--- src/rtl/ysyx_22041207_pkg.sv ---
// Shared core-wide constants and the fetch-entry record passed from IF to ID.
package ysyx_22041207_pkg;

    localparam int XLEN = 64;
    localparam int ILEN = 32;
    localparam logic [XLEN-1:0] RESET_PC = 64'h8000_0000;

    typedef struct packed {
        logic [XLEN-1:0] pc;
        logic [ILEN-1:0] inst;
        logic            misalign;
    } fetch_entry_t;

endpackage

--- src/rtl/ysyx_22041207_fifo_mem.sv ---
// Fetch-entry storage: one synchronous write port, one asynchronous indexed read port.
module ysyx_22041207_fifo_mem
    import ysyx_22041207_pkg::*;
#(
    parameter int DEPTH = 2,
    parameter int AW    = 1
) (
    input  logic          clk,
    input  logic          we,
    input  logic [AW-1:0] waddr,
    input  fetch_entry_t  wdata,
    input  logic [AW-1:0] raddr,
    output fetch_entry_t  rdata
);

    // Contents need no reset: the queue masks any slot outside the valid window.
    fetch_entry_t mem_q [DEPTH];

    always_ff @(posedge clk) begin
        if (we) begin
            mem_q[waddr] <= wdata;
        end
    end

    assign rdata = mem_q[raddr];

endmodule

--- src/rtl/ysyx_22041207_if_id_queue.sv ---
// IF->ID decoupling queue: small FIFO of fetched instructions with flush and a
// saturating count of flush cycles. Handshake readiness comes only from registered state.
module ysyx_22041207_if_id_queue
    import ysyx_22041207_pkg::*;
#(
    parameter int DEPTH = 2,
    parameter int CNT_W = 32
) (
    input  logic            clk,
    input  logic            rst,
    input  logic            in_valid,
    input  logic [XLEN-1:0] in_pc,
    input  logic [ILEN-1:0] in_inst,
    output logic            in_ready,
    input  logic            flush,
    output logic            out_valid,
    output logic [XLEN-1:0] out_pc,
    output logic [ILEN-1:0] out_inst,
    output logic            out_misalign,
    input  logic            out_ready,
    output logic [CNT_W-1:0] flush_cnt
);

    localparam int AW = (DEPTH > 1) ? $clog2(DEPTH) : 1;
    localparam int CW = $clog2(DEPTH + 1);
    localparam logic [CW-1:0] FULL_CNT = CW'(DEPTH);

    logic [AW-1:0]    rd_ptr_q, rd_ptr_d;
    logic [AW-1:0]    wr_ptr_q, wr_ptr_d;
    logic [CW-1:0]    count_q, count_d;
    logic [CNT_W-1:0] flush_cnt_q, flush_cnt_d;
    logic             push, pop;
    fetch_entry_t     wr_entry, rd_entry;

    assign in_ready  = (count_q != FULL_CNT);
    assign out_valid = (count_q != '0);
    assign push      = in_valid & in_ready & ~flush;
    assign pop       = out_valid & out_ready & ~flush;

    always_comb begin
        wr_entry          = '0;
        wr_entry.pc       = in_pc;
        wr_entry.inst     = in_inst;
        wr_entry.misalign = (in_pc[1:0] != 2'b00);
    end

    // Flush wins over push/pop and rewinds both pointers to slot 0.
    always_comb begin
        rd_ptr_d = rd_ptr_q;
        wr_ptr_d = wr_ptr_q;
        count_d  = count_q;
        if (flush) begin
            rd_ptr_d = '0;
            wr_ptr_d = '0;
            count_d  = '0;
        end else begin
            if (push) begin
                wr_ptr_d = wr_ptr_q + AW'(1);
            end
            if (pop) begin
                rd_ptr_d = rd_ptr_q + AW'(1);
            end
            count_d = count_q + CW'(push) - CW'(pop);
        end
    end

    always_comb begin
        flush_cnt_d = flush_cnt_q;
        if (flush && (flush_cnt_q != '1)) begin
            flush_cnt_d = flush_cnt_q + CNT_W'(1);
        end
    end

    always_ff @(posedge clk) begin
        if (rst) begin
            rd_ptr_q    <= '0;
            wr_ptr_q    <= '0;
            count_q     <= '0;
            flush_cnt_q <= '0;
        end else begin
            rd_ptr_q    <= rd_ptr_d;
            wr_ptr_q    <= wr_ptr_d;
            count_q     <= count_d;
            flush_cnt_q <= flush_cnt_d;
        end
    end

    ysyx_22041207_fifo_mem #(
        .DEPTH (DEPTH),
        .AW    (AW)
    ) u_mem (
        .clk   (clk),
        .we    (push),
        .waddr (wr_ptr_q),
        .wdata (wr_entry),
        .raddr (rd_ptr_q),
        .rdata (rd_entry)
    );

    // Stale slots must never leak to decode, so the head is zeroed when empty.
    assign out_pc       = out_valid ? rd_entry.pc       : '0;
    assign out_inst     = out_valid ? rd_entry.inst     : '0;
    assign out_misalign = out_valid ? rd_entry.misalign : 1'b0;
    assign flush_cnt    = flush_cnt_q;

endmodule
--- config.mk ---
export PLATFORM = sky130hd
export DESIGN_NAME = ysyx_22041207_if_id_queue
export DESIGN_NICKNAME = d
export VERILOG_FILES = /design/src/rtl/ysyx_22041207_pkg.sv /design/src/rtl/ysyx_22041207_fifo_mem.sv /design/src/rtl/ysyx_22041207_if_id_queue.sv
export SDC_FILE = /design/constraint.sdc
export NUM_CORES = 1
export LEC_CHECK = 0
export ABC_AREA = 1
export CAP_MARGIN = 20
export CORE_AREA = 2 2 204 106
export CTS_CLUSTER_SIZE = 24
export DETAILED_ROUTE_END_ITERATION = 16
export DIE_AREA = 0 0 206 108
export PLACE_DENSITY_LB_ADDON = 0.15
export SYNTH_ARGS = -nofsm -noshare
export SYNTH_HDL_FRONTEND = slang
export SYNTH_HIERARCHICAL = 1
export SYNTH_SLANG_ARGS = --single-unit
--- constraint.sdc ---
create_clock -name clk -period 12 [get_ports clk]
set_input_delay 1.2 -clock clk [delete_from_list [all_inputs] [get_ports clk]]
set_output_delay 1.2 -clock clk [all_outputs]
set_load 0.02 [all_outputs]
==> impl_results.md, run 1 <==
* Max Root-Sink Buffers at 3
* Peak supply drop at 0.0826 mV
* Fmax at about 0.24 GHz
* Worst-path clk slew at about 0.06 ns
* Power per cell area at roughly 130 mW/mm^2
* Area of the multi-input gates at between 0.002 and 0.003 mm^2
* CP Capture Type: output pin
* Post-route ant nets at 0
* Routed wl met2 at 12100 um
* R2R setup slack at about 9 ns
* Uppermost layer routed: met5
* Tightest hold margin at just over 0.5 ns
* Grt total ovfl at 0
* CTS Hold Bufs at 0
* Most frequent cells in the layout: nand2_1 (390), clkdlybuf4s50_1 (231), edfxtp_1 (194)
* Worst Hold Class: reg -> reg
* FF-to-FF path depth at 7
* Die width at between 200 and 250 um
* Total vias in the final route at between 7000 and 8000
* Most used cell, CP: nand2_1
* Critical-path cell list: inv_4, nand2_1, nand2_1, inv_1, nor2_1, clkdlybuf4s50_1
* Initial antenna violation count at 2
* Metal1 wirelength at around 9600 um
* Outcome: completed
* CP bufs+invs at 3
* Yosys reg bits at 230
* Slew headroom at 0.275
* GRT Resource Usage Total at 0.216
* Clk sinks at 230
* Share of cells above drive strength 1 at 0.0395
* Worst Max-Slew Pin Slew at ~1.1 ns
* Dpl ws at ~7.5 ns
* Critical path peak fanout at between 90 and 100
* Num rows at 37
* Hold depth at 2
* Reg-to-reg endpoint: u_mem/mem_q[0][31]
* Skew final at 0.0112 ns
* First-pass GRT wire length at about 37000 um
* Required @ worst endpoint at 10.80 ns
* Routed vias/inst at a little under 5
* Drt drc at 0
* # port buffers at 231
* Final slew viol count at 0
* DP HPWL at around 16000 um
* Tmin final at around 4.2 ns
* Power Total at 1.65 mW
* CP startpoint kind: flip-flop
* Slowest stage delay, CP at 0.77 ns
* DR WL met3 at about 1600 um
* Pre-antenna DRT Iters at 5
* TritonCTS Buffers at 22
* Critical setup path kind: reg -> out
* Final WL at between 20000 and 25000 um
* Root Buffer: clkbuf_16
* GP Congestion at ~0.94
* Die height at about 110 um
* Arrival time worst endpoint at 2.99 ns
* Hold endpoint: flush_cnt[1]
* Setup_tns at 0 ns
* Post-synthesis sequential area ratio at 0.649
* Worst Setup Slack, final at 7.81 ns
* Detailed Route Iter0 Violations at ~580
* Vias in the first global route at about 7500
* Cell family with most CP delay: buffers and inverters
* RSZ-0062 raised after global routing: no
* Hold_sp: flush_cnt[1]
* CTS tree: built
* Filler cell count in the final layout at approximately 1700
* Setup violations, final at 0
* Crit path launch: rd_ptr_q
* Core ar. at just over 0.02 mm^2
* Worst path slowest cell: inv_4
* MaxCap Viol Count at 0
* # IOs at around 230
* Full die area at about 0.022 mm^2
* Pin count of the biggest net entering global routing at 98
* Setup Fix Bufs, Post-CTS at 0
* Clock Latency Late Sink at about 0.52 ns
* RR Startpoint: count_q[0]
* Mean Syn Cell Area at ~9.3 um^2
* # H-tree levels at 1
* Post-synth net total at between 1000 and 1500
* Mapped Area at ~0.01 mm^2
* Reg area at 0.00655 mm^2
* Crit share post-route at 0.349
* P_leak at between 5 and 6 nW
* Final hold violation count at 0
* Post-CTS Resized at 0
* Initial core utilization at 0.497
* Yosys warns at 6
* Routed len/inst at around 15 um
* Area grow syn2layout at 30.9%
* Nets at about 1400
* Yosys cell types at 31
* Post-Synthesis Cells at around 1100
* Most common cell after layout, fill and taps aside: nand2_1
worst max path at each step:
stage / end / slack [ns] / depth (start not counted)
global route: out_pc[29] / 7.59 / 6
finish: out_pc[48] / 7.81 / 6
floorplan: u_mem/mem_q[0][0] / 5.55 / 5
CTS: out_pc[48] / 7.78 / 6
detailed placement: u_mem/mem_q[0][30] / 7.52 / 5
global placement: u_mem/mem_q[0][28] / 7.50 / 5
worst min-delay path: cells and delay by family, from the launching register on:
| family | cells | cell delay [ns] |
|---|---|---|
| DFF | 1 | 0.33 |
| and+or+nand+nor | 1 | 0.07 |
| AOI/OAI and AO/OA | 1 | 0.05 |
power by group:
part	total [mW]	switching (mW)	internal [mW]
registers	0.895	0.00621	0.889
clock network	0.628	0.289	0.339
logic	0.130	0.0694	0.0604
through the flow:
stage | cells | util | instance area, um^2
4_1_cts | 1588 | 0.651 | 13200
6_report | 1589 | 0.651 | 13200
3_3_place_gp | 1551 | 0.620 | 12600
5_1_grt | 1589 | 0.651 | 13200
2_1_floorplan | 1082 | - | 10100
3_5_place_dp | 1551 | 0.620 | 12600
cells by family after synthesis:
logic type / synth area share
adders and majority gates: 0.00372
and+or+nand+nor: 0.255
buffers and inverters: 0.0726
DFF: 0.649
AOI/OAI and AO/OA: 0.0150
xor gates and xnor gates: 0.00434
sequential cells by signal, indices dropped and copies added, names as in the netlist:
register     cells
count_q          2
flush_cnt       32
rd_ptr_q         1
u_mem/mem_q    194
wr_ptr_q         1
per-layer routing:
metal	track usage	up-vias
li1	-	3838
met3	0.0503	42
met2	0.379	244
met5	0	-
met1	0.269	3530
met4	0.0668	2
cells in the mapped netlist, drive strengths merged:
cell type | count | area [um^2]
nand2 | 395 | 1500
edfxtp | 194 | 5830
nor2 | 190 | 742
inv | 132 | 498
nand3 | 39 | 213
dfxtp | 36 | 721
buf | 30 | 196
a21oi | 26 | 130
clkbuf | 10 | 37.5
nand4 | 8 | 50.1
nand3b | 4 | 37.5
xnor2 | 4 | 35.0
ha | 3 | 37.5
nor3 | 3 | 15.0
o21ai | 3 | 15.0
or2 | 2 | 12.5
a31oi | 1 | 6.26
and2 | 1 | 6.26
xor2 | 1 | 8.76
area by class of cell:
| class | count | share of cell area |
|---|---|---|
| Inverter | 132 | 0.0379 |
| Tap cell | 273 | 0.0259 |
| Antenna cell | 1 | 0.000190 |
| Multi-Input combinational cell | 680 | 0.214 |
| Timing Repair Buffer | 236 | 0.178 |
| Clock buffer | 27 | 0.0431 |
| Sequential cell | 230 | 0.496 |
| Clock inverter | 10 | 0.00493 |
(Power assumes the default switching activity.)
==> inputs of run 2 (changes only) <==
==> constraint.sdc (replaced) <==
create_clock -name clk -period 4.15 [get_ports clk]
set_input_delay 0.415 -clock clk [delete_from_list [all_inputs] [get_ports clk]]
set_output_delay 0.415 -clock clk [all_outputs]
set_load 0.02 [all_outputs]
==> run 2 against run 1 <==
Compared with the run above: global-route usage up 0.063 points; flip-flop and latch count unchanged; first-iteration DRC count is 26% lower; die area did not move; highest routed layer is now met4.
==> impl_results.md, run 2 (synthesis gave the netlist of run 1 again) <==
* Outcome: completed
* Die width at around 210 um
* Setup Fix Bufs, Post-CTS at 0
* CTS tree: built
* Most used cell, CP: nand2_1
* Fin cells at approximately 1600
* Final hold violation count at 0
* MaxCap Viol Count at 0
* Uppermost layer routed: met4
* Sw frac at 0.217
* Post-route ant nets at 0
* Crit share post-route at 0.789
* Core ar. at 0.0203 mm^2
* Final WL at around 24000 um
* Skew final at between 0.01 and 0.015 ns
* Worst Hold Class: in -> reg
* RR Startpoint: count_q[1]
* Pre-antenna DRT Iters at 6
* Tmin final at between 3 and 4 ns
* Total vias in the final route at ~7700
* Vias in the first global route at between 7000 and 8000
* Largest register FFs at 194
* Reg-to-reg endpoint: count_q[1]
* DR WL met3 at 1290 um
* GP Congestion at approximately 0.89
* Filler cell count in the final layout at about 1700
* Power per cell area at between 300 and 400 mW/mm^2
* P_leak at ~5.4 nW
* Clock power frac at 0.403
* Internal power at around 3.9 mW
* Full die area at 0.0222 mm^2
* Num rows at 37
* Peak supply drop at roughly 0.24 mV
* Drt drc at 0
* # IOs at roughly 230
* R2R setup slack at 1.86 ns
* Critical setup path kind: reg -> out
* Power Total at around 5 mW
* Slowest stage delay, CP at ~0.75 ns
* Nets at around 1400
* Hold endpoint: u_mem/mem_q[0][14]
* Clk sinks at 230
* Setup violations, final at 0
* RSZ-0062 raised after global routing: no
* FF-to-FF path depth at 11
* Hold depth at 1
* Routed len/inst at around 15 um
* Worst Max-Slew Pin Slew at around 1.1 ns
* Cells after DPL at 1553
* Fin util at 0.658
* GRT Resource Usage Total at 0.217
* Clock Latency Late Sink at 0.51 ns
* # H-tree levels at 1
* Most common cell after layout, fill and taps aside: nand2_1
* DP HPWL at 15700 um
* Die height at 108 um
* Post-CTS Resized at 0
* Area grow syn2layout at 32.3%
* Routed wl met2 at approximately 12000 um
* Initial core utilization at 0.497
* Most frequent cells in the layout: nand2_1 (390), clkdlybuf4s50_1 (231), edfxtp_1 (194)
* Final slew viol count at 0
* Fmax at a little over 0.3 GHz
* Root Buffer: clkbuf_16
* Metal1 wirelength at 9830 um
* Psw at about 1.1 mW
* Critical-path cell list: buf_4, nand2_1, nand2_1, inv_1, nor2_1, clkdlybuf4s50_1
* Routed vias/inst at 4.83
* CP startpoint kind: flip-flop
* Initial antenna violation count at 1
* Pin count of the biggest net entering global routing at roughly 100
* CP bufs+invs at 3
* Share of power burned in registers at 0.521
* Worst-path clk slew at about 0.070 ns
* Grt total ovfl at 0
* Share of cells above drive strength 1 at 0.0447
* CTS Hold Bufs at 0
* Required @ worst endpoint at 3.73 ns
* Max Root-Sink Buffers at 3
* Detailed Route Iter0 Violations at 430
* Biggest register: u_mem/mem_q
* Arrival time worst endpoint at between 2 and 3 ns
* Critical path peak fanout at roughly 100
* CP Capture Type: output pin
* Worst path slowest cell: buf_4
* Slew headroom at 0.260
* Hold_sp: in_inst[13]
* # port buffers at 231
* First-pass GRT wire length at about 38000 um
* TritonCTS Buffers at 22
* Cell family with most CP delay: buffers and inverters
* Combinational Power Share at 0.076
* Setup_tns at 0 ns
## run 2: worst max path at each step
stage,depth (start not counted),to,from
2_1_floorplan,5,u_mem/mem_q[0][0],flush
3_3_place_gp,6,out_pc[2],rd_ptr_q
3_5_place_dp,6,out_misalign,rd_ptr_q
4_1_cts,6,out_inst[4],rd_ptr_q
5_1_grt,6,out_inst[17],rd_ptr_q
6_report,6,out_pc[47],rd_ptr_q
## run 2: routing by layer
metal | vias to the layer above | global-route usage
li1 | 3849 | -
met1 | 3604 | 0.262
met2 | 209 | 0.400
met3 | 35 | 0.0398
met4 | 0 | 0.0617
met5 | - | 0
## run 2: final cells by class
cell class	count	area, um^2	share of cell area
multi-input combinational	680	2820	0.212
clock inverter	13	131	0.00985
sequential	230	6550	0.491
inverter	132	500	0.0375
tap	273	342	0.0256
timing repair buffer	238	2400	0.180
antenna	1	2.50	0.000188
clock buffer	27	589	0.0442
## run 2: worst register-to-register path: stages, from the launching register on
cell     delay (ns)
dfxtp_1        0.36
nor2_4         0.12
buf_4          0.42
inv_1          0.12
nand2_1        0.13
nor2_1         0.06
ha_1           0.27
inv_1          0.04
ha_1           0.18
xnor2_1        0.13
or2_2          0.27
a21oi_1        0.12
## run 2: power by group through the flow
stage / registers (mW) / clock network (mW) / logic, mW
floorplan: 2.64 / 0 / 0.166
global placement: 2.63 / 0 / 0.374
detailed placement: 2.64 / 0 / 0.381
CTS: 2.59 / 2.05 / 0.384
global route: 2.59 / 2.14 / 0.414
finish: 2.59 / 2.00 / 0.379
## run 2: stage by stage
stage                     setup WS (ns)  cell area [um^2]  hold slack (ns)
after floorplan                   0.148             10100            0.439
after global placement             1.50             12600            0.492
after detailed placement           1.47             12600            0.502
after CTS                         0.921             13300            0.465
after global routing              0.721             13300            0.466
final                             0.877             13300            0.481
